==> src/rtl/deb_multi.sv <==
// Multi-channel input debouncer: per-channel 2-flop synchronizer, enable-gated stability
// counter, debounced level output and registered rise/fall pulses.
module deb_multi #(
    parameter int unsigned CHANNELS   = 4,
    parameter int unsigned CNT_WIDTH  = 8,
    parameter int unsigned STABLE_CNT = 255,
    parameter bit          RESET_VAL  = 1'b0
) (
    input  logic                clk,
    input  logic                rst_n,
    input  logic                en,
    input  logic [CHANNELS-1:0] in,
    output logic [CHANNELS-1:0] out,
    output logic [CHANNELS-1:0] rise,
    output logic [CHANNELS-1:0] fall,
    output logic                any_change
);

    // Count value at which the next disagreeing enabled sample is accepted.
    localparam logic [CNT_WIDTH-1:0] LP_LAST = CNT_WIDTH'(STABLE_CNT - 1);

    logic [CHANNELS-1:0]  r_s1;
    logic [CHANNELS-1:0]  r_s2;
    logic [CHANNELS-1:0]  r_out;
    logic [CHANNELS-1:0]  r_rise;
    logic [CHANNELS-1:0]  r_fall;
    logic [CNT_WIDTH-1:0] r_cnt [CHANNELS];

    logic [CHANNELS-1:0]  w_diff;
    logic [CHANNELS-1:0]  w_hit;
    logic [CHANNELS-1:0]  w_out_d;
    logic [CHANNELS-1:0]  w_rise_d;
    logic [CHANNELS-1:0]  w_fall_d;
    logic [CNT_WIDTH-1:0] w_cnt_d [CHANNELS];

    always_comb begin
        w_diff   = r_s2 ^ r_out;
        w_hit    = '0;
        w_out_d  = r_out;
        w_cnt_d  = r_cnt;
        w_rise_d = '0;
        w_fall_d = '0;
        for (int i = 0; i < int'(CHANNELS); i++) begin
            w_hit[i] = w_diff[i] && (r_cnt[i] == LP_LAST);
            if (en) begin
                if (!w_diff[i]) begin
                    // Agreement (including a bounce back) restarts the count.
                    w_cnt_d[i] = '0;
                end else if (w_hit[i]) begin
                    w_cnt_d[i]  = '0;
                    w_out_d[i]  = r_s2[i];
                    w_rise_d[i] = r_s2[i];
                    w_fall_d[i] = ~r_s2[i];
                end else begin
                    w_cnt_d[i] = r_cnt[i] + CNT_WIDTH'(1);
                end
            end
        end
    end

    always_ff @(posedge clk or negedge rst_n) begin
        if (!rst_n) begin
            r_s1   <= {CHANNELS{RESET_VAL}};
            r_s2   <= {CHANNELS{RESET_VAL}};
            r_out  <= {CHANNELS{RESET_VAL}};
            r_rise <= '0;
            r_fall <= '0;
            for (int i = 0; i < int'(CHANNELS); i++) begin
                r_cnt[i] <= '0;
            end
        end else begin
            r_s1   <= in;
            r_s2   <= r_s1;
            r_out  <= w_out_d;
            r_rise <= w_rise_d;
            r_fall <= w_fall_d;
            r_cnt  <= w_cnt_d;
        end
    end

    assign out        = r_out;
    assign rise       = r_rise;
    assign fall       = r_fall;
    assign any_change = |(r_rise | r_fall);

endmodule

==> config.mk <==
export PLATFORM = sky130hd
export DESIGN_NAME = deb_multi
export DESIGN_NICKNAME = d
export VERILOG_FILES = /design/src/rtl/deb_multi.sv
export SDC_FILE = /design/constraint.sdc
export NUM_CORES = 1
export LEC_CHECK = 0
export CORE_ASPECT_RATIO = 2
export CORE_MARGIN = 2
export CORE_UTILIZATION = 45
export CTS_CLUSTER_SIZE = 24
export DETAILED_ROUTE_END_ITERATION = 8
export GPL_ROUTABILITY_DRIVEN = 1
export PLACE_DENSITY = 0.73
export SETUP_SLACK_MARGIN = 0.5
export SYNTH_ARGS = -nofsm -noshare
export SYNTH_HDL_FRONTEND = slang
export SYNTH_SLANG_ARGS = --single-unit
export TNS_END_PERCENT = 10
==> constraint.sdc <==
create_clock -name clk -period 3.35 [get_ports clk]
set_clock_uncertainty 0.15 [all_clocks]
set_input_delay 0.67 -clock clk [delete_from_list [all_inputs] [get_ports clk]]
set_output_delay 0.67 -clock clk [all_outputs]
set_load 0.01 [all_outputs]
==> parameters.txt <==
Parameter                              Value

Status
  Outcome    finished, final reports clean

Clock tree
  Clock tree from TritonCTS    built
  Number of setup buffers added after CTS    0
  Clk Latency, worst-skew pair    0.31 ns
  H-tree levels    2
  Maximum root-to-sink buffer count    2
  Clock transition at the registers of the reported paths    0.10 ns
  Number of sinks handled by clock tree synthesis    52
  Library cell used as clock root buffer    clkbuf_8
  Number of gates given a new drive strength after cts    0
  Number of buffers created by CTS    5
  Hold_buf cts    0

Layout
  Antenna diode count    0
  Final net count    256
  Most frequent cells in the layout    dfrtp_1, clkdlybuf4s50_1, nand2_1, nor2_1
  Most frequent standard cell in the layout excluding fill and tap cells    dfrtp_1
  P&R area growth vs syn    14.5%
  Share of layout cells above drive strength 1    7.85%
  Layout Cells excl Fill    300

Routing
  DRC violations left    0
  Post-DRT Antenna Nets    0
  Via density    5.68
  Detailed-router iteration count before antenna repair    4
  Via Count    1,703
  Routed length per instance    15.5 um
  Detailed Route Iter0 Violations    17
  Routed wire length    4660 um

Placement
  Port Buffer Count    19
  HPWL after detailed placement    3370 um
  Cell count after placement    292
  Placer's final routability congestion estimate    around 0.74

Critical path
  Critical path arrival    about 1.5 ns
  Register-to-register path setup slack    1.49 ns
  Worst reg2reg endpoint    out[3]$_DFFE_PN0P_
  Highest net fanout along the worst path    2
  Critical Path Source Type    register
  Number of cell instances on the worst register-to-register path    5
  Critical-path top delay cell    clkdlybuf4s50_1
  Origin of the critical flop-to-flop path    r_cnt[0]$_DFFE_PN0P_
  Required time of the critical path    roughly 2.5 ns
  Setup crit end kind    primary output
  Critical Path, Cell by Cell    nor4_1, nand2_1, clkdlybuf4s50_1
  Largest stage delay on the critical path    0.48 ns
  Critical setup path kind    reg2out

Synth
  Synth Area in XOR/XNOR    5.11%
  Total nets after synthesis    ~230
  Top area cells in the synthesized netlist    dfrtp_1, ha_1, xor2_1, nor3b_1, nand2_1
  Largest family of logic cells by synthesized area    simple AND/OR/NAND/NOR gates
  Fraction of the yosys area taken by sequential cells    54.3%
  Post-synthesis instance total    217
  Proportion of synthesized flip-flops having asynchronous set or reset    100%
  Number of flip-flops and latches in the synthesized netlist    52
  Synth Area in Compound Gates    about an eighth
  Cell taking the most area after synthesis    dfrtp_1
  Post-synthesis average cell area    11.0 sq um
  Synthesized area    2400 sq um
  Multiplexer fraction of the synthesized cell area    4.12%
  Count of synthesis-stage warnings from yosys    0
  Most used DFF post-synth    dfrtp_1
  EDFF count, synth    0
  Synthesized-area fraction occupied by and/or/nand/nor cells    17.7%
  Share of Yosys cell area claimed by the top area cell type    a little over half
  Count of cell types in the netlist    39
  Adder and majority gate portion of the synthesized area    4.18%

Power
  Total power density per cell area    429 nW/um^2
  Overall power after layout    1180 uW
  Maximum ir drop on the vdd rail    0.000508 V
  Static leakage    0.00123 uW

Global routing
  Overall global routing resource usage    between 15 and 20%
  Antenna violations before repair    0
  Wire length of the first global-routing pass    8200 um
  Maximum number of pins on one net before global-route repair    42
  Remaining global-route overflow    0
  Vias in the first global route    between 1.5k and 2k

Timing
  Tightest slew margin relative to the limit    roughly two thirds
  Final Hold Fails    0
  Minimum clock period after layout    2.35 ns
  Setup repair after global routing missed its margin    false
  Worst slew pin tran    0.516 ns
  Final max-slew violation count    0
  Setup violators final    0
  Final total negative setup slack    0 ns
  Timing-limited maximum frequency    425 MHz
  Share of the clock period used by the worst path    70.3%

Die
  Number of cell rows    37
  Floorplan die area    5960 sq um
  Core region area    5140 sq um
  Number of top-level pins    20
  Effective utilization at floorplan    46.7%
  Die Y-Extent    107 um
  Die X-Extent    55.6 um

Min path
  Class of the worst hold path    in2async

Run
  Number of violations of the max-capacitance limit    0
[logic make-up (layout without fill, tap and decap cells)]
kind of cell,Yosys count,after routing
multiplexers,9,9
flip-flops,52,52
AO/OA/AOI/OAI,44,44
XOR/XNOR,14,14
buffers and inverters,12,37
adder cells (fa/ha/maj),8,8
AND/OR/NAND/NOR,78,78
[critical path, delay by kind of cell, from the launching register on]
kind	cells	cell delay, ns
flip-flops	1	0.40
buffers and inverters	1	0.48
AND/OR/NAND/NOR	2	0.35
[worst max path at each step]
stage	depth (start not counted)	start	end
2_1_floorplan	3	en	out[3]$_DFFE_PN0P_
3_3_place_gp	4	en	out[3]$_DFFE_PN0P_
3_5_place_dp	4	en	out[3]$_DFFE_PN0P_
4_1_cts	3	fall[0]$_DFF_PN0_	any_change
5_1_grt	3	fall[2]$_DFF_PN0_	any_change
6_report	3	fall[0]$_DFF_PN0_	any_change
[Yosys cell counts, types with 6 or more instances]
| cell type | count |
|---|---|
| a21oi_1 | 7 |
| dfrtp_1 | 52 |
| ha_1 | 8 |
| inv_1 | 6 |
| nand2_1 | 15 |
| nand3_1 | 10 |
| nand4_1 | 6 |
| nor2_1 | 15 |
| nor3b_1 | 9 |
| nor4_1 | 6 |
| o21ai_0 | 8 |
| xor2_1 | 10 |
[registers in the layout, summed over array words and instances (netlist names)]
signal	cells
r_s2	4
r_s1	4
fall	4
r_cnt	32
out	4
rise	4
[per-stage QoR]
step                      cell area (sq um)  utilization, %  worst slack (ns)  hold WS (ns)
after floorplan                        2400               -              1.40         0.181
after global placement                 2660            51.7             0.790         0.183
after detailed placement               2660            51.7             0.768         0.189
after CTS                              2750            53.4             0.969        0.0619
after global routing                   2750            53.4             0.883        0.0736
final                                  2750            53.4             0.997        0.0641
[report_power, final]
| part | internal (uW) | switching, uW | total, uW |
|---|---|---|---|
| logic | 47.1 | 59.7 | 107 |
| clock network | 149 | 206 | 354 |
| registers | 665 | 51.0 | 716 |
[layout make-up]
cell class / count / area (sq um)
fillers: 452 / 2390
clock buffers: 6 / 72.6
flip-flops and latches: 52 / 1300
multi-input cells: 153 / 1050
clock inverters: 2 / 16.3
inverters: 7 / 26.3
repair buffers: 22 / 208
well taps: 58 / 72.6
[routing by layer]
metal / share of wire, % / vias up / global-route usage, %
li1: - / 838 / -
met2: 58 / 12 / 33.8
met3: 1.8 / 5 / 3.98
met1: 38 / 848 / 18.4
met4: 2.1 / 0 / 7.84
met5: 0 / - / 0
(Power assumes the default switching activity.)
